$ cat src/rtl/list_fetch_arbiter_pkg.sv
// Shared types and constants for the list fetch arbiter.
// Imported by the interface, the top and the round-robin sub-module.
package list_pkg;

   typedef enum logic [1:0] {
      IDLE = 2'd0,
      CMD  = 2'd1,
      DATA = 2'd2
   } fetch_state_t;

   localparam int CMD_LEN_W  = 8;
   localparam int DBW_DEF    = 256;
   localparam int BEAT_BYTES = DBW_DEF / 8;

   function automatic int LIST_IDX_W(input int n);
      return (n < 2) ? 1 : $clog2(n);
   endfunction

endpackage

$ cat src/rtl/list_fetch_arbiter_if.sv
// Bus bundle between the arbiter, its DMA reader and the list caches.
// master = arbiter side, slave = environment side.
interface list_fetch_arbiter_if
   import list_pkg::*;
#(
   parameter int N   = 4,
   parameter int DBW = 256,
   parameter int AW  = 32
);
   localparam int IW = LIST_IDX_W(N);

   logic                 CFG_WE;
   logic [IW-1:0]        CFG_IDX;
   logic [AW-1:0]        CFG_ADDR;
   logic [AW-1:0]        CMD_ADDR;
   logic [CMD_LEN_W-1:0] CMD_LEN;
   logic                 CMD_VALID;
   logic                 CMD_READY;
   logic [DBW-1:0]       S_TDATA;
   logic                 S_TVALID;
   logic                 S_TREADY;
   logic                 S_TLAST;
   logic [N-1:0]         REQ;
   logic [DBW-1:0]       M_TDATA;
   logic [N-1:0]         M_TVALID;
   logic [3:0]           M_TDEST;
   logic                 ERR;

   modport master (
      input  CFG_WE, CFG_IDX, CFG_ADDR,
      input  CMD_READY,
      input  S_TDATA, S_TVALID, S_TLAST,
      input  REQ,
      output CMD_ADDR, CMD_LEN, CMD_VALID,
      output S_TREADY,
      output M_TDATA, M_TVALID, M_TDEST,
      output ERR
   );

   modport slave (
      output CFG_WE, CFG_IDX, CFG_ADDR,
      output CMD_READY,
      output S_TDATA, S_TVALID, S_TLAST,
      output REQ,
      input  CMD_ADDR, CMD_LEN, CMD_VALID,
      input  S_TREADY,
      input  M_TDATA, M_TVALID, M_TDEST,
      input  ERR
   );

endinterface

$ cat src/rtl/list_fetch_arbiter_rr_arbiter.sv
// Combinational round-robin picker: first request strictly after last.
// Search starts at last+1 and wraps modulo N.
module rr_arbiter
   import list_pkg::*;
#(
   parameter int N  = 4,
   parameter int IW = LIST_IDX_W(N)
) (
   input  logic [N-1:0]  req_i,
   input  logic [IW-1:0] last_i,
   output logic [N-1:0]  gnt_oh_o,
   output logic [IW-1:0] gnt_idx_o,
   output logic          any_o
);

   always_comb begin
      any_o     = 1'b0;
      gnt_idx_o = '0;
      for (int k = 1; k <= N; k++) begin
         if (!any_o && req_i[(int'(last_i) + k) % N]) begin
            any_o     = 1'b1;
            gnt_idx_o = IW'((int'(last_i) + k) % N);
         end
      end
   end

   assign gnt_oh_o = any_o ? (N'(1) << gnt_idx_o) : '0;

endmodule

$ cat src/rtl/list_fetch_arbiter.sv
// Round-robin fetch scheduler sharing one DMA read channel among N list caches.
// Issues fixed-length bursts from per-list pointers and steers the return stream.
module list_fetch_arbiter
   import list_pkg::*;
#(
   parameter int N     = 4,
   parameter int DBW   = 256,
   parameter int AW    = 32,
   parameter int BURST = 2
) (
   input  logic                 ACLK,
   input  logic                 ARESETn,
   list_fetch_arbiter_if.master bus
);

   localparam int                   IW   = LIST_IDX_W(N);
   localparam logic [AW-1:0]        STEP = AW'(BURST * (DBW / 8));
   localparam logic [CMD_LEN_W-1:0] LEN  = CMD_LEN_W'(BURST);

   fetch_state_t         state_q, state_d;
   logic [IW-1:0]        gnt_q, gnt_d;
   logic [N-1:0]         oh_q, oh_d;
   logic [IW-1:0]        last_q, last_d;
   logic [CMD_LEN_W-1:0] beats_q, beats_d;
   logic                 err_q, err_d;

   logic [AW-1:0]        addr_q [N];
   logic [N-1:0]         en_q;

   logic [N-1:0]         elig;
   logic [N-1:0]         arb_oh;
   logic [IW-1:0]        arb_idx;
   logic                 arb_any;
   logic                 in_cmd, in_data;
   logic                 cmd_hs, dat_hs;
   logic                 cnt_end, fin;

   assign elig = bus.REQ & en_q;

   rr_arbiter #(
      .N  (N),
      .IW (IW)
   ) u_rr (
      .req_i     (elig),
      .last_i    (last_q),
      .gnt_oh_o  (arb_oh),
      .gnt_idx_o (arb_idx),
      .any_o     (arb_any)
   );

   assign in_cmd  = (state_q == CMD);
   assign in_data = (state_q == DATA);
   assign cmd_hs  = in_cmd & bus.CMD_READY;
   assign dat_hs  = in_data & bus.S_TVALID;
   assign cnt_end = (beats_q + CMD_LEN_W'(1)) == LEN;
   // A burst ends on whichever comes first: TLAST or the beat count.
   assign fin     = dat_hs & (bus.S_TLAST | cnt_end);

   always_comb begin
      state_d = state_q;
      gnt_d   = gnt_q;
      oh_d    = oh_q;
      last_d  = last_q;
      beats_d = beats_q;
      err_d   = err_q;
      unique case (state_q)
         IDLE: begin
            if (arb_any) begin
               gnt_d   = arb_idx;
               oh_d    = arb_oh;
               state_d = CMD;
            end
         end
         CMD: begin
            if (cmd_hs) begin
               beats_d = '0;
               state_d = DATA;
            end
         end
         DATA: begin
            if (dat_hs) begin
               beats_d = beats_q + CMD_LEN_W'(1);
            end
            if (fin) begin
               last_d  = gnt_q;
               state_d = IDLE;
               if (bus.S_TLAST != cnt_end) err_d = 1'b1;
            end
         end
         default: state_d = IDLE;
      endcase
   end

   always_ff @(posedge ACLK or negedge ARESETn) begin
      if (!ARESETn) begin
         state_q <= IDLE;
         gnt_q   <= '0;
         oh_q    <= '0;
         last_q  <= IW'(N - 1);
         beats_q <= '0;
         err_q   <= 1'b0;
      end else begin
         state_q <= state_d;
         gnt_q   <= gnt_d;
         oh_q    <= oh_d;
         last_q  <= last_d;
         beats_q <= beats_d;
         err_q   <= err_d;
      end
   end

   // Config write is last so it overrides a same-cycle pointer advance.
   always_ff @(posedge ACLK or negedge ARESETn) begin
      if (!ARESETn) begin
         for (int i = 0; i < N; i++) addr_q[i] <= '0;
         en_q <= '0;
      end else begin
         if (cmd_hs) addr_q[gnt_q] <= addr_q[gnt_q] + STEP;
         if (bus.CFG_WE) begin
            addr_q[bus.CFG_IDX] <= bus.CFG_ADDR;
            en_q[bus.CFG_IDX]   <= 1'b1;
         end
      end
   end

   assign bus.CMD_VALID = in_cmd;
   assign bus.CMD_ADDR  = in_cmd ? addr_q[gnt_q] : '0;
   assign bus.CMD_LEN   = LEN;
   assign bus.S_TREADY  = in_data;
   assign bus.M_TDATA   = in_data ? bus.S_TDATA : '0;
   assign bus.M_TVALID  = dat_hs ? oh_q : '0;
   assign bus.M_TDEST   = in_data ? 4'(gnt_q) : 4'd0;
   assign bus.ERR       = err_q;

endmodule

$ cat src/flat_wrapper.sv
// flat-port wrapper written by rule: the top's interface ports become plain ports
module list_fetch_arbiter_flat import list_pkg::*;
#(
   parameter int N     = 4,
   parameter int DBW   = 256,
   parameter int AW    = 32,
   parameter int BURST = 2
)
  (ACLK, ARESETn, bus_CFG_WE, bus_CFG_IDX, bus_CFG_ADDR, bus_CMD_READY, bus_S_TDATA, bus_S_TVALID, bus_S_TLAST, bus_REQ, bus_CMD_ADDR, bus_CMD_LEN, bus_CMD_VALID, bus_S_TREADY, bus_M_TDATA, bus_M_TVALID, bus_M_TDEST, bus_ERR);
  list_fetch_arbiter_if #(.N(N), .DBW(DBW), .AW(AW)) bus_i ();
  input  logic ACLK;
  input  logic ARESETn;
  input wire logic [$bits(bus_i.CFG_WE)-1:0] bus_CFG_WE;
  input wire logic [$bits(bus_i.CFG_IDX)-1:0] bus_CFG_IDX;
  input wire logic [$bits(bus_i.CFG_ADDR)-1:0] bus_CFG_ADDR;
  input wire logic [$bits(bus_i.CMD_READY)-1:0] bus_CMD_READY;
  input wire logic [$bits(bus_i.S_TDATA)-1:0] bus_S_TDATA;
  input wire logic [$bits(bus_i.S_TVALID)-1:0] bus_S_TVALID;
  input wire logic [$bits(bus_i.S_TLAST)-1:0] bus_S_TLAST;
  input wire logic [$bits(bus_i.REQ)-1:0] bus_REQ;
  output wire logic [$bits(bus_i.CMD_ADDR)-1:0] bus_CMD_ADDR;
  output wire logic [$bits(bus_i.CMD_LEN)-1:0] bus_CMD_LEN;
  output wire logic [$bits(bus_i.CMD_VALID)-1:0] bus_CMD_VALID;
  output wire logic [$bits(bus_i.S_TREADY)-1:0] bus_S_TREADY;
  output wire logic [$bits(bus_i.M_TDATA)-1:0] bus_M_TDATA;
  output wire logic [$bits(bus_i.M_TVALID)-1:0] bus_M_TVALID;
  output wire logic [$bits(bus_i.M_TDEST)-1:0] bus_M_TDEST;
  output wire logic [$bits(bus_i.ERR)-1:0] bus_ERR;
  assign bus_i.CFG_WE = bus_CFG_WE;
  assign bus_i.CFG_IDX = bus_CFG_IDX;
  assign bus_i.CFG_ADDR = bus_CFG_ADDR;
  assign bus_i.CMD_READY = bus_CMD_READY;
  assign bus_i.S_TDATA = bus_S_TDATA;
  assign bus_i.S_TVALID = bus_S_TVALID;
  assign bus_i.S_TLAST = bus_S_TLAST;
  assign bus_i.REQ = bus_REQ;
  assign bus_CMD_ADDR = bus_i.CMD_ADDR;
  assign bus_CMD_LEN = bus_i.CMD_LEN;
  assign bus_CMD_VALID = bus_i.CMD_VALID;
  assign bus_S_TREADY = bus_i.S_TREADY;
  assign bus_M_TDATA = bus_i.M_TDATA;
  assign bus_M_TVALID = bus_i.M_TVALID;
  assign bus_M_TDEST = bus_i.M_TDEST;
  assign bus_ERR = bus_i.ERR;
  list_fetch_arbiter #(.N(N), .DBW(DBW), .AW(AW), .BURST(BURST)) u_core (.ACLK(ACLK), .ARESETn(ARESETn), .bus(bus_i));
endmodule
$ cat config.mk
export PLATFORM = sky130hd
export DESIGN_NAME = list_fetch_arbiter_flat
export DESIGN_NICKNAME = d
export VERILOG_FILES = /design/src/rtl/list_fetch_arbiter_pkg.sv /design/src/rtl/list_fetch_arbiter_if.sv /design/src/rtl/list_fetch_arbiter_rr_arbiter.sv /design/src/rtl/list_fetch_arbiter.sv /design/src/flat_wrapper.sv
export SDC_FILE = /design/constraint.sdc
export NUM_CORES = 1
export LEC_CHECK = 0
export BUFFER_PORTS_ARGS = -buffer_cell sky130_fd_sc_hd__buf_2
export CAP_MARGIN = 5
export CORE_AREA = 2 2 238 240
export CTS_BUF_LIST = sky130_fd_sc_hd__clkbuf_16
export CTS_CLUSTER_DIAMETER = 100
export DETAILED_ROUTE_END_ITERATION = 10
export DIE_AREA = 0 0 240 242
export HOLD_SLACK_MARGIN = 0.1
export PLACE_DENSITY = 0.4
export RECOVER_POWER = 25
export SYNTH_ARGS = -nofsm -noshare
export SYNTH_HDL_FRONTEND = slang
export SYNTH_SLANG_ARGS = --single-unit
$ cat constraint.sdc
create_clock -name ACLK -period 3.1 [get_ports ACLK]
set_input_delay 0 -clock ACLK [delete_from_list [all_inputs] [get_ports ACLK]]
set_output_delay 0 -clock ACLK [all_outputs]
set_load 0.03 [all_outputs]
# After elaboration in Yosys (flattened, before gate mapping)
# Cells that the tools add are included.
# totals
ff_bits	151
input_bits	300
output_inout_bits	307
# op_classes
n_addsub	6
n_lt_le_gt_ge	10
eq_ne	8
shifts	1
mux	44
n_bitwise	12
reduce_logical	20
# op_table
op	n
$bwmux W128	2
$mux W128	2
$mux W256	1
$mux W32	5
$demux W32 S2	2
$bmux W32 S2	1
$add A32 B7 Y32 const B	1
$lt A3 B4 Y1 const B	4
$mux W2	8
$mux W8	2
$pmux W8 S2	1
$mux W1	13
$reduce_and A3 Y1	3
$add A8 B1 Y8 const B	1
$bmux W1 S2	4
$eq A8 B2 Y1 const B	1
$reduce_or A2 Y1	4
$ge A3 B3 Y1 const B	2
$logic_and A1 B1 Y1	6
$lt A3 B1 Y1 const B	2
$ne A2 B2 Y1 const B	3
$not A2 Y3	2
$pmux W2 S3	1
$add A2 B1 Y2 const B	2
other kinds (19)	28

# Longest topological paths before layout
# Gate-level depths: netlist of run 1.
# logic_depth
word_depth	18
depth_mapped	10
depth_no_buf	10

# Cells and area by module
# From an unflattened synthesis of run 1, not the netlist that was laid out.
# hier_totals
cells_unflattened	1257
hier_area_um2	10378.7
# by_module_without_submodules
mod	n_inst	cells_each	area_per_inst_um2
list_fetch_arbiter	1	1227	10177.3
rr_arbiter	1	30	201.4

# Worst setup path before layout of run 1
# OpenSTA, ideal clock, no wires.
# synth_timing
path_kind	register to register
startpoint	register u_core.gnt_q[0]
endpoint	register u_core.addr_q[24] (netlist name)
setup_ns	0.124
arrival_ns	2.571
required_ns	2.976
setup_slack_ns	0.405
stages_incl_launch_ff	11
path_buffers	3
synth_period_minus_slack_ns	2.695
cell_sequence	dfrtp_1 -> buf_6 -> buf_12 -> mux4_2 -> buf_2 -> ha_1 -> nand4_2 -> or4_1 -> o31a_1 -> nor3_1 -> o21ai_1
# synth_between
elab_chain_cells	9
elab_cells_between_ends	14
cone_classes	add/sub: 1; order compare: 2; mux: 9; bitwise: 1; reduce/logical: 1
# synth_lines
element	line_no	rtl
start, declared	list_fetch_arbiter.sv:21	logic [IW-1:0] gnt_q, gnt_d;
start signal, assigned	list_fetch_arbiter.sv:104	gnt_q <= gnt_d;
$not A2 Y3 (implied by the code) *	list_fetch_arbiter.sv:118	if (cmd_hs) addr_q[gnt_q] <= addr_q[gnt_q] + STEP;
$bmux W32 S2 (tied with other cells)	list_fetch_arbiter.sv:118	
$mux W32 (implied by the code) / $logic_and A1 B1 Y1 (equally long branches)	list_fetch_arbiter.sv:118	
$mux W32 (implied by the code)	list_fetch_arbiter.sv:118	
$add A32 B7 Y32 / $demux W32 S2 (equally long branches)	list_fetch_arbiter.sv:118	
$bwmux W128 *	list_fetch_arbiter.sv:118	
$mux W128 *	list_fetch_arbiter.sv:118	
$bwmux W128	list_fetch_arbiter.sv:120	addr_q[bus.CFG_IDX] <= bus.CFG_ADDR;
$mux W128 *	list_fetch_arbiter.sv:119	if (bus.CFG_WE) begin
end signal, assigned by index	list_fetch_arbiter.sv:118	
end signal, assigned by index	list_fetch_arbiter.sv:120	
end, declared	list_fetch_arbiter.sv:27	logic [AW-1:0] addr_q [N];
# Every way passes the cells marked *; elsewhere a longest branch is shown, timed or not. The select of a mux whose other input is x is not followed.
# A chain may end at the register's enable or synchronous reset.

# Worst setup path after layout of run 1
# layout_timing
startpoint	register u_core.gnt_q[1]
endpoint	register u_core.addr_q[24] (netlist name)
# The elaborated chain is that of the path after synthesis.

==> results.py, run 1 <==
metrics = {
    "floorplanning": {
        "io_pins": 607,
        "die_h_um": 242,
        "start_util": 0.183,
        "fp.coreArea_um2": 55700,
        "die-area_um2": 58100,
        "core.rowCount": 87,
        "die_w_um": 240,
    },
    "logic_synthesis": {
        "yosysSeqAreaShare": 0.370,
        "synth-simple-area-share": 0.353,
        "syn_area_um2": 10200,
        "synth_xor_xnor_area_share": 0.0129,
        "synthAdderAreaFrac": 0.00490,
        "yosysWarnings": 0,
        "synth_seq_cells": 151,
        "synth_top_family_by_area": "simple AND/OR/NAND/NOR gates",
        "synth_edf_count": 0,
        "synth_compound_area_frac": 0.138,
        "syn-instance-count": 1239,
        "synth_mux_area_frac": 0.0728,
        "synth_area_per_cell_um2": 8.24,
        "async_reset_ff_frac": 1.00,
        "ys_types": 62,
        "synth_ff_type": "dfrtp_1",
    },
    "timing": {
        "clock_skew_ps": 18.5,
        "tns_ps": 0,
        "min_period_over_period": 0.926,
        "rsz0062_at_grt": "false",
        "final.min_clock_period_ps": 2870,
        "finalMaxSlewViolations": 31,
        "max_slew_margin": -0.374,
        "finalHoldViolCount": 0,
        "final-setup-viol-count": 0,
        "max_freq_ghz": 0.349,
        "worst-slew-pin-transition_ps": 2060,
    },
    "min_path": {
        "hold_path_class": "primary input to flip-flop",
    },
    "final_layout": {
        "drive_gt1_frac": 0.389,
        "seqCellArea_um2": 3780,
        "fill_cells": 6231,
        "area_growth_pct": 48.4,
        "fin_nets": 2154,
        "multi_input_area_um2": 5990,
    },
    "clock_tree": {
        "cts_tree": "yes",
        "postCtsResizedCells": 0,
        "clk_latency_ps": 450,
        "cts_hold_buf": 42,
        "htree_levels": 4,
        "root_buffer": "clkbuf_16",
        "cts.clk_slew.worst_paths_ps": 70,
        "cts_sinks": 151,
        "cts_setup_buffers": 0,
        "clockBufferDepth": 2,
        "cts_buffers": 17,
    },
    "place": {
        "portBuffers": 596,
        "hpwl_um": 74700,
        "gp_congestion": 1.03,
    },
    "global_routing": {
        "grt_pass1_wl_um": 114000,
        "grt.total_usage": 0.294,
        "grt_max_degree": 180,
        "overflow": 0,
        "antenna_found_initial": 55,
        "grt_pass1_vias": 11900,
    },
    "setup_path": {
        "slowest_delay_ps": 600,
        "path_buf_inv": 1,
        "required_ps": 3430,
        "crit_path_cell_trace": "buf_4 > mux4_2 > nand3_1 > or4_1 > o31a_1 > nor3_1 > o21ai_1",
        "crit_fanout": 15,
        "cp_slowest_cell": "dfrtp_1",
        "arrival_ps": 3200,
        "end_kind": "flip-flop",
        "critPathLaunchType": "flip-flop",
        "critPathKind": "flip-flop to flip-flop",
        "critPathTopFamily": "simple AND/OR/NAND/NOR gates",
        "reg2reg_slack_ps": 230,
    },
    "detailed_routing": {
        "wl_per_cell_um": 33.5,
        "via_count": 12500,
        "vias_per_cell": 4.75,
        "drt-total-wl_um": 88300,
        "drt_pass1_iterations": 5,
        "drt_iter0_drc": 1067,
        "drt.antenna.violating_nets": 0,
        "drc_errors": 0,
    },
    "flow_run": {
        "maxCapViolations": 1,
    },
    "power_and_ir_drop": {
        "power_mw": 14.8,
        "p_leak_nw": 7.80,
        "ir_drop_uv": 519,
        "p_per_area_nw_per_um2": 979,
    },
    "status": {
        "status": "complete, but fails checks",
        "violations": "max-capacitance violations, max-slew violations",
    },
}
-- cell families after synthesis --
| logic type | Yosys count |
|---|---|
| compound gates | 255 |
| xor+xnor | 15 |
| fa+ha+maj | 4 |
| buf+inv | 108 |
| flops | 151 |
| mux | 34 |
| other cells | 2 |
| simple gates | 670 |
-- stage by stage --
stage	std cells	setup WS [ps]	util	cell area, µm²	hold WS (ps)
final	2634	231	0.272	15200	136
after global routing	2623	34.2	0.271	15100	188
after CTS	2619	263	0.272	15100	113
after detailed placement	2545	284	0.254	14100	198
after global placement	2545	370	0.254	14100	183
after floorplan	1247	405	-	10200	-296
-- routing by layer --
| layer | part of all wire | vias to the layer above | track usage |
|---|---|---|---|
| met5 | 0.00094 | - | 0 |
| met4 | 0.043 | 14 | 0.109 |
| met3 | 0.092 | 122 | 0.0849 |
| met2 | 0.46 | 718 | 0.472 |
| met1 | 0.40 | 6235 | 0.373 |
| li1 | - | 5419 | - |
-- cells in the mapped netlist, drive strengths merged (3+ instances only) --
cell type,count,area [µm²]
ha,4,50.1
nand2b,5,31.3
or3,6,37.5
nand2,179,672
xnor2,5,43.8
mux4,32,721
dfrtp,149,3730
a22o,4,35.0
xor2,10,87.6
inv,8,30.0
a31oi,7,43.8
a221o,5,50.1
and3,49,307
nor4,6,43.8
or3b,4,35.0
o31ai,5,42.5
nand4,10,87.6
and2,288,1800
nor3b,4,30.0
buf,20,150
a21oi,53,265
nor2,65,244
and4,3,26.3
nor3,29,150
clkbuf,80,300
o21ai,161,806
nand3,13,70.1
a21o,5,37.5
or2,3,18.8
-- where the power goes --
group / internal, mW / switching (mW) / total [mW]
Clock: 1.19 / 0.952 / 2.14
Combinational: 2.95 / 6.37 / 9.32
Sequential: 2.77 / 0.589 / 3.36
Total: 6.91 / 7.92 / 14.8
-- path summary, 6_finish.rpt --
kind / from / to / cells after the start
setup reg to reg: u_core.gnt_q[1]$_DFFE_PN0P_ / u_core.addr_q[24]$_DFF_PN0_ / 7
setup / recovery: u_core.gnt_q[1]$_DFFE_PN0P_ / u_core.addr_q[24]$_DFF_PN0_ / 7
max in group asynchronous: ARESETn / u_core.addr_q[106]$_DFF_PN0_ / 3
hold / removal: bus_REQ[3] / u_core.state_q[0]$_DFFE_PN0P_ / 5
min in group asynchronous: ARESETn / u_core.addr_q[67]$_DFF_PN0_ / 2
hold reg to reg: u_core.en_q[2]$_DFFE_PN0P_ / u_core.en_q[2]$_DFFE_PN0P_ / 1
-- sequential cells by signal, summed over array words and instances (netlist names) --
name and flops:
u_core.addr_q 128, u_core.beats_q 8, u_core.en_q 4, u_core.oh_q 4, u_core.gnt_q 2, u_core.last_q 2
u_core.state_q 2, u_core.bus.ERR 1
-- layout by cell type (no fill, tap or decap), drive strengths merged, types with 7 or more instances in the layout --
cell type    instances
a31oi                7
nor3                29
nand4               10
xor2                10
conb                10
and2               288
inv                 13
dfrtp              149
buf                635
dlygate4sd3         42
clkbuf              24
a21oi               53
diode               15
nand3               13
mux4                32
and3                49
nand2              179
o21ai              161
nor2                65
-- area by class of cell --
type                       instances  share of cell area
antenna                           15             0.00248
clock buffer                      17              0.0281
clock inverter                    15              0.0102
inverter                           8             0.00198
multi-input combinational        988               0.396
sequential                       151               0.250
tap                              756              0.0624
timing repair buffer             684               0.250
-- worst min-delay path, delay by kind of cell --
kind / cells / cell delay [ps]
buf+inv: 1 / 110
compound gates: 1 / 70
simple gates: 3 / 350
(Power assumes the default switching activity.)
==> inputs of run 2 (changes only) <==
--- a/config.mk
+++ b/config.mk
@@ -13,7 +13,7 @@
 export DETAILED_ROUTE_END_ITERATION = 10
 export DIE_AREA = 0 0 240 242
 export HOLD_SLACK_MARGIN = 0.1
-export PLACE_DENSITY = 0.4
+export PLACE_DENSITY_LB_ADDON = 0.05
 export RECOVER_POWER = 25
 export SYNTH_ARGS = -nofsm -noshare
 export SYNTH_HDL_FRONTEND = slang
==> constraint.sdc (replaced) <==
create_clock -name ACLK -period 2.9 [get_ports ACLK]
set_input_delay 0.145 -clock ACLK [delete_from_list [all_inputs] [get_ports ACLK]]
set_output_delay 0.145 -clock ACLK [all_outputs]
set_load 0.03 [all_outputs]
==> run 2 against run 1 <==
- the run still ends with max-capacitance violations, max-slew violations left
- non-clock buffer count is 17 higher
- first-iteration DRC count grew 10%
- flip-flop and latch count did not move
- clock skew is 2.2 ps lower
- register-to-register slack got worse by 120 ps
- fmax increased by 2.9%
- critical path type unchanged
==> results.py, run 2 (synthesized netlist as in run 1, its figures left out) <==
metrics = {
    "timing": {
        "final.min_clock_period_ps": 2790,
        "finalMaxSlewViolations": 123,
        "clock_skew_ps": 16.3,
        "finalHoldViolCount": 0,
        "max_freq_ghz": 0.359,
        "worst-slew-pin-transition_ps": 1820,
        "final-setup-viol-count": 0,
        "rsz0062_at_grt": "true",
        "max_slew_margin": -0.215,
        "min_period_over_period": 0.961,
    },
    "detailed_routing": {
        "drc_errors": 0,
        "drt.antenna.violating_nets": 0,
        "vias_per_cell": 4.52,
        "wl_per_cell_um": 29.8,
        "drt_pass1_iterations": 5,
        "drt-total-wl_um": 79000,
        "via_count": 12000,
        "drt_iter0_drc": 1179,
    },
    "global_routing": {
        "antenna_found_initial": 27,
        "grt.total_usage": 0.266,
        "grt_pass1_vias": 11400,
        "grt_pass1_wl_um": 103000,
        "use_met3": 0.0464,
        "busiest_layer": "met1",
        "grt.met1_usage": 0.421,
        "grt_max_degree": 130,
        "overflow": 0,
        "met2_usage": 0.379,
    },
    "setup_path": {
        "critPathKind": "flip-flop to flip-flop",
        "crit_top_cell": "buf_12",
        "crit_fanout": 8,
        "end_kind": "flip-flop",
        "crit_path_cell_trace": "buf_12 > buf_12 > mux4_2 > nand3_1 > or4_4 > o31a_1 > nor3_1 > o21ai_1",
        "ff2ff_path_depth": 8,
        "cp_slowest_cell": "dfrtp_4",
        "reg2reg_slack_ps": 110,
        "slowest_delay_ps": 560,
        "arrival_ps": 3130,
        "reg2reg_to": "u_core.addr_q[56]$_DFF_PN0_",
        "path_buf_inv": 2,
        "required_ps": 3240,
        "critPathLaunchType": "flip-flop",
        "critPathTopFamily": "simple AND/OR/NAND/NOR gates",
        "r2r-start": "u_core.gnt_q[0]$_DFFE_PN0P_",
    },
    "power_and_ir_drop": {
        "p_per_area_nw_per_um2": 1040,
        "ir_drop_uv": 432,
        "p_comb_frac": 0.631,
        "p_int_mw": 7.76,
        "pwr-share-seq": 0.222,
        "p_sw_mw": 8.29,
        "p_clk_frac": 0.148,
        "power_mw": 16.1,
        "p_sw_frac": 0.517,
        "p_leak_nw": 7.93,
    },
    "place": {
        "placed_area_um2": 14300,
        "gp_congestion": 1.05,
        "portBuffers": 596,
        "hpwl_um": 66400,
    },
    "min_path": {
        "hold_path_end": "u_core.addr_q[36]$_DFF_PN0_",
        "min_from": "bus_CFG_IDX[0]",
        "hold_path_depth": 4,
        "hold_path_class": "primary input to flip-flop",
    },
    "final_layout": {
        "final_common_cell": "buf_2",
        "area_growth_pct": 50.9,
        "fill_cells": 6255,
        "largest_register_ffs": 128,
        "final_area_um2": 15400,
        "largest_registers": "u_core.addr_q x128, u_core.beats_q x8",
        "final_cell_mix": "buf_2 (594), and2_1 (288), nand2_1 (179)",
        "fin_nets": 2171,
        "largest_register": "u_core.addr_q",
        "drive_gt1_frac": 0.402,
    },
    "floorplanning": {
        "die_w_um": 240,
        "core.rowCount": 87,
        "io_pins": 607,
        "fp.coreArea_um2": 55700,
        "die-area_um2": 58100,
        "start_util": 0.183,
        "die_h_um": 242,
    },
    "clock_tree": {
        "cts_buffers": 17,
        "root_buffer": "clkbuf_16",
        "cts_sinks": 151,
        "cts.clk_slew.worst_paths_ps": 70,
        "htree_levels": 4,
        "clk_latency_ps": 450,
        "cts_tree": "yes",
        "clockBufferDepth": 2,
    },
    "status": {
        "status": "complete, but fails checks",
        "violations": "max-capacitance violations, max-slew violations",
    },
    "flow_run": {
        "maxCapViolations": 3,
    },
}
==> run 2: cell count changes in the layout (fill, tap and decap cells not counted), sizes merged <==
cell,previous run,this run
buf,635,659
clkbuf,24,23
dlygate4sd3,42,36
clkinv,6,3
clkinvlp,2,3
diode,15,17
bufinv,2,3
inv,13,14
==> run 2: what timing repair did <==
action / CTS / global route
hold buffers: 36 / 0
buffers inserted: 0 / 5
resized for setup: 0 / 9
setup endpoints to repair: 0 / 25
hold endpoints to repair: 192 / 0
==> run 2: worst max path at each step <==
stage,from,depth (start not counted),endpoint,slack (ps)
2_1_floorplan,u_core.gnt_q[0]$_DFFE_PN0P_,10,u_core.addr_q[24]$_DFF_PN0_,200
3_3_place_gp,u_core.gnt_q[0]$_DFFE_PN0P_,8,u_core.addr_q[24]$_DFF_PN0_,130
4_1_cts,u_core.gnt_q[0]$_DFFE_PN0P_,6,bus_CMD_ADDR[29],20
3_5_place_dp,u_core.gnt_q[0]$_DFFE_PN0P_,9,u_core.addr_q[26]$_DFF_PN0_,50
6_report,u_core.gnt_q[0]$_DFFE_PN0P_,8,u_core.addr_q[56]$_DFF_PN0_,110
5_1_grt,u_core.gnt_q[0]$_DFFE_PN0P_,10,u_core.addr_q[126]$_DFF_PN0_,-60
==> run 2: area by class of cell <==
| cell class | count | area [µm²] | area share |
|---|---|---|---|
| multi-input cells | 988 | 6050 | 0.393 |
| diodes | 17 | 42.5 | 0.00276 |
| well taps | 756 | 946 | 0.0614 |
| clock inverters | 15 | 175 | 0.0114 |
| inverters | 8 | 30.0 | 0.00195 |
| clock buffers | 17 | 425 | 0.0276 |
| flip-flops and latches | 151 | 3790 | 0.246 |
| repair buffers | 701 | 3950 | 0.256 |
==> run 2: power by group through the flow <==
stage                     Combinational [mW]  Clock (mW)  Sequential (mW)
after floorplan                         6.25           0             3.28
after global placement                  10.0           0             3.64
after detailed placement                10.0           0             3.57
after CTS                               10.1        2.44             3.55
after global routing                    10.8        2.54             3.65
final                                   10.1        2.37             3.56
==> run 2: per-layer routing <==
layer	vias to the layer above	routed length [µm]
met5	-	31
met4	4	580
met3	46	5300
met2	553	32600
met1	5909	40500
li1	5474	-
==> run 2: through the flow <==
stage | hold slack [ps] | utilization | worst slack, ps | setup TNS (ps) | std cells
after floorplan | -151 | - | 205 | 0 | 1247
after global placement | 218 | 0.257 | 131 | 0 | 2563
after detailed placement | 207 | 0.257 | 54.4 | 0 | 2563
after CTS | 131 | 0.275 | 24.9 | 0 | 2631
after global routing | 168 | 0.276 | -59.8 | -156 | 2637
final | 157 | 0.276 | 112 | 0 | 2653
==> run 2: tightest hold or removal path: stages <==
cell and delay [ps]:
buf_2 170, nor2_2 130, nand2_1 80, nand2_1 40
==> inputs of run 3 (changes only) <==
--- a/config.mk
+++ b/config.mk
@@ -7,14 +7,15 @@
 export LEC_CHECK = 0
 export BUFFER_PORTS_ARGS = -buffer_cell sky130_fd_sc_hd__buf_2
 export CAP_MARGIN = 5
-export CORE_AREA = 2 2 238 240
+export CORE_AREA = 4 4 233 235
 export CTS_BUF_LIST = sky130_fd_sc_hd__clkbuf_16
 export CTS_CLUSTER_DIAMETER = 100
 export DETAILED_ROUTE_END_ITERATION = 10
-export DIE_AREA = 0 0 240 242
+export DIE_AREA = 0 0 237 239
 export HOLD_SLACK_MARGIN = 0.1
 export PLACE_DENSITY_LB_ADDON = 0.05
 export RECOVER_POWER = 25
+export REMOVE_ABC_BUFFERS = 1
 export SYNTH_ARGS = -nofsm -noshare
 export SYNTH_HDL_FRONTEND = slang
 export SYNTH_SLANG_ARGS = --single-unit
==> run 3 against run 2 <==
- the run still ends with max-capacitance violations, max-slew violations left
- final cell count down 2.8%
- routed wire length up 12%
- non-clock buffer count up 4
- critical path depth unchanged
- sequential power about the same
- critical path type unchanged
- largest power group unchanged
==> results.py, run 3 (synthesized netlist as in run 1, its figures left out) <==
metrics = {
    "status": {
        "status": "complete, but fails checks",
        "violations": "max-capacitance violations, max-slew violations",
    },
    "place": {
        "pre_cts_ws_ps": 129,
        "dp_cells": 2500,
        "gp_congestion": 1.12,
        "portBuffers": 596,
        "hpwl_um": 75900,
    },
    "final_layout": {
        "final_cell_mix": "buf_2 (593), and2_1 (288), nand2_1 (179)",
        "final_common_cell": "buf_2",
        "fin_nets": 2175,
        "drive_gt1_frac": 0.398,
        "area_growth_pct": 49.3,
        "largest_registers": "u_core.addr_q x128, u_core.beats_q x8",
        "utilization": 0.292,
        "fin_cells": 2580,
        "largest_register": "u_core.addr_q",
        "fill_cells": 5796,
        "largest_register_ffs": 128,
    },
    "timing": {
        "worst-slew-pin-transition_ps": 1820,
        "finalHoldViolCount": 0,
        "setup_ws_ps": 119,
        "finalMaxSlewViolations": 21,
        "clock_skew_ps": 13.3,
        "max_freq_ghz": 0.360,
        "fin_hold_ws_ps": 205,
        "rsz0062_at_grt": "false",
        "min_period_over_period": 0.959,
        "max_slew_margin": -0.215,
        "final-setup-viol-count": 0,
        "final.min_clock_period_ps": 2780,
    },
    "flow_run": {
        "maxCapViolations": 1,
    },
    "detailed_routing": {
        "drt_pass1_iterations": 5,
        "drc_errors": 0,
        "via_count": 12400,
        "vias_per_cell": 4.80,
        "wl_per_cell_um": 34.3,
        "drt.antenna.violating_nets": 0,
        "drt-total-wl_um": 88600,
        "drt_iter0_drc": 1006,
    },
    "setup_path": {
        "end_kind": "flip-flop",
        "required_ps": 3280,
        "reg2reg_to": "u_core.addr_q[125]$_DFF_PN0_",
        "crit_fanout": 11,
        "arrival_ps": 3170,
        "critPathLaunchType": "flip-flop",
        "reg2reg_slack_ps": 120,
        "critPathKind": "flip-flop to flip-flop",
        "r2r-start": "u_core.gnt_q[0]$_DFFE_PN0P_",
        "ff2ff_path_depth": 8,
    },
    "clock_tree": {
        "cts_tree": "yes",
        "htree_levels": 4,
        "cts.clk_slew.worst_paths_ps": 70,
        "clockBufferDepth": 2,
        "clk_latency_ps": 460,
        "root_buffer": "clkbuf_16",
        "cts_sinks": 151,
        "cts_buffers": 17,
    },
    "min_path": {
        "hold_path_class": "primary input to flip-flop",
        "hold_path_depth": 4,
        "hold_path_end": "u_core.addr_q[59]$_DFF_PN0_",
        "min_from": "bus_CFG_IDX[0]",
    },
    "global_routing": {
        "grt.total_usage": 0.301,
        "overflow": 0,
        "grt_pass1_vias": 12000,
        "antenna_found_initial": 65,
        "grt_pass1_wl_um": 115000,
        "grt_max_degree": 118,
    },
    "power_and_ir_drop": {
        "p_per_area_nw_per_um2": 1070,
        "ir_drop_uv": 507,
        "power_mw": 16.3,
        "p_leak_nw": 7.93,
    },
    "floorplanning": {
        "die_h_um": 239,
        "core.rowCount": 84,
        "die-area_um2": 56600,
        "io_pins": 607,
        "fp.coreArea_um2": 52200,
        "start_util": 0.195,
        "die_w_um": 237,
    },
}
## run 3: how the worst max path moves through the flow
stage                                              end  slack [ps]  cells after the start                     startpoint
after detailed placement   u_core.addr_q[88]$_DFF_PN0_         130                      7    u_core.gnt_q[0]$_DFFE_PN0P_
after global routing      u_core.addr_q[125]$_DFF_PN0_           1                      8    u_core.gnt_q[0]$_DFFE_PN0P_
after CTS                             bus_CMD_ADDR[29]         100                      4    u_core.gnt_q[0]$_DFFE_PN0P_
after global placement     u_core.addr_q[88]$_DFF_PN0_         130                      7    u_core.gnt_q[0]$_DFFE_PN0P_
after floorplan           u_core.last_q[0]$_DFFE_PN1P_       -5810                      4  u_core.state_q[0]$_DFFE_PN0P_
final                     u_core.addr_q[125]$_DFF_PN0_         120                      8    u_core.gnt_q[0]$_DFFE_PN0P_
## run 3: through the flow
| step | setup TNS [ps] | area [µm²] |
|---|---|---|
| after floorplan | -1223740 | 9790 |
| after global placement | 0 | 14300 |
| after detailed placement | 0 | 14300 |
| after CTS | 0 | 15200 |
| after global routing | 0 | 15200 |
| final | 0 | 15200 |
## run 3: cell type report
class | count | area [µm²] | share of cell area
Antenna cell | 8 | 20.0 | 0.00131
Clock buffer | 17 | 425 | 0.0279
Clock inverter | 15 | 163 | 0.0107
Inverter | 8 | 30.0 | 0.00197
Multi-Input combinational cell | 988 | 6010 | 0.394
Sequential cell | 151 | 3790 | 0.248
Tap cell | 688 | 861 | 0.0565
Timing Repair Buffer | 705 | 3950 | 0.259
## run 3: layer usage
layer	up-vias	wire length [µm]	global-route usage	share of wire
met1	6271	41200	0.430	0.47
met4	2	883	0.0368	0.010
met5	-	13	0	0.00015
met2	578	41400	0.492	0.47
met3	75	5010	0.0519	0.057
li1	5467	-	-	-
## run 3: timing repair
item / CTS / global route
hold endpoints to repair: 209 / 0
setup buffers: 0 / 4
setup endpoints to repair: 0 / 8
resized for setup: 0 / 2
hold buffers: 36 / 0
## run 3: critical path: stages, from the launching register on
cell	delay (ps)
dfrtp_4	590
buf_4	180
buf_4	150
mux4_2	370
nand4_2	140
or4_4	580
or3_1	390
and3_1	210
o21ai_1	120
## run 3: where the power goes
part | internal (mW) | switching [mW]
Combinational | 3.39 | 7.01
Clock | 1.34 | 1.01
Sequential | 2.97 | 0.604
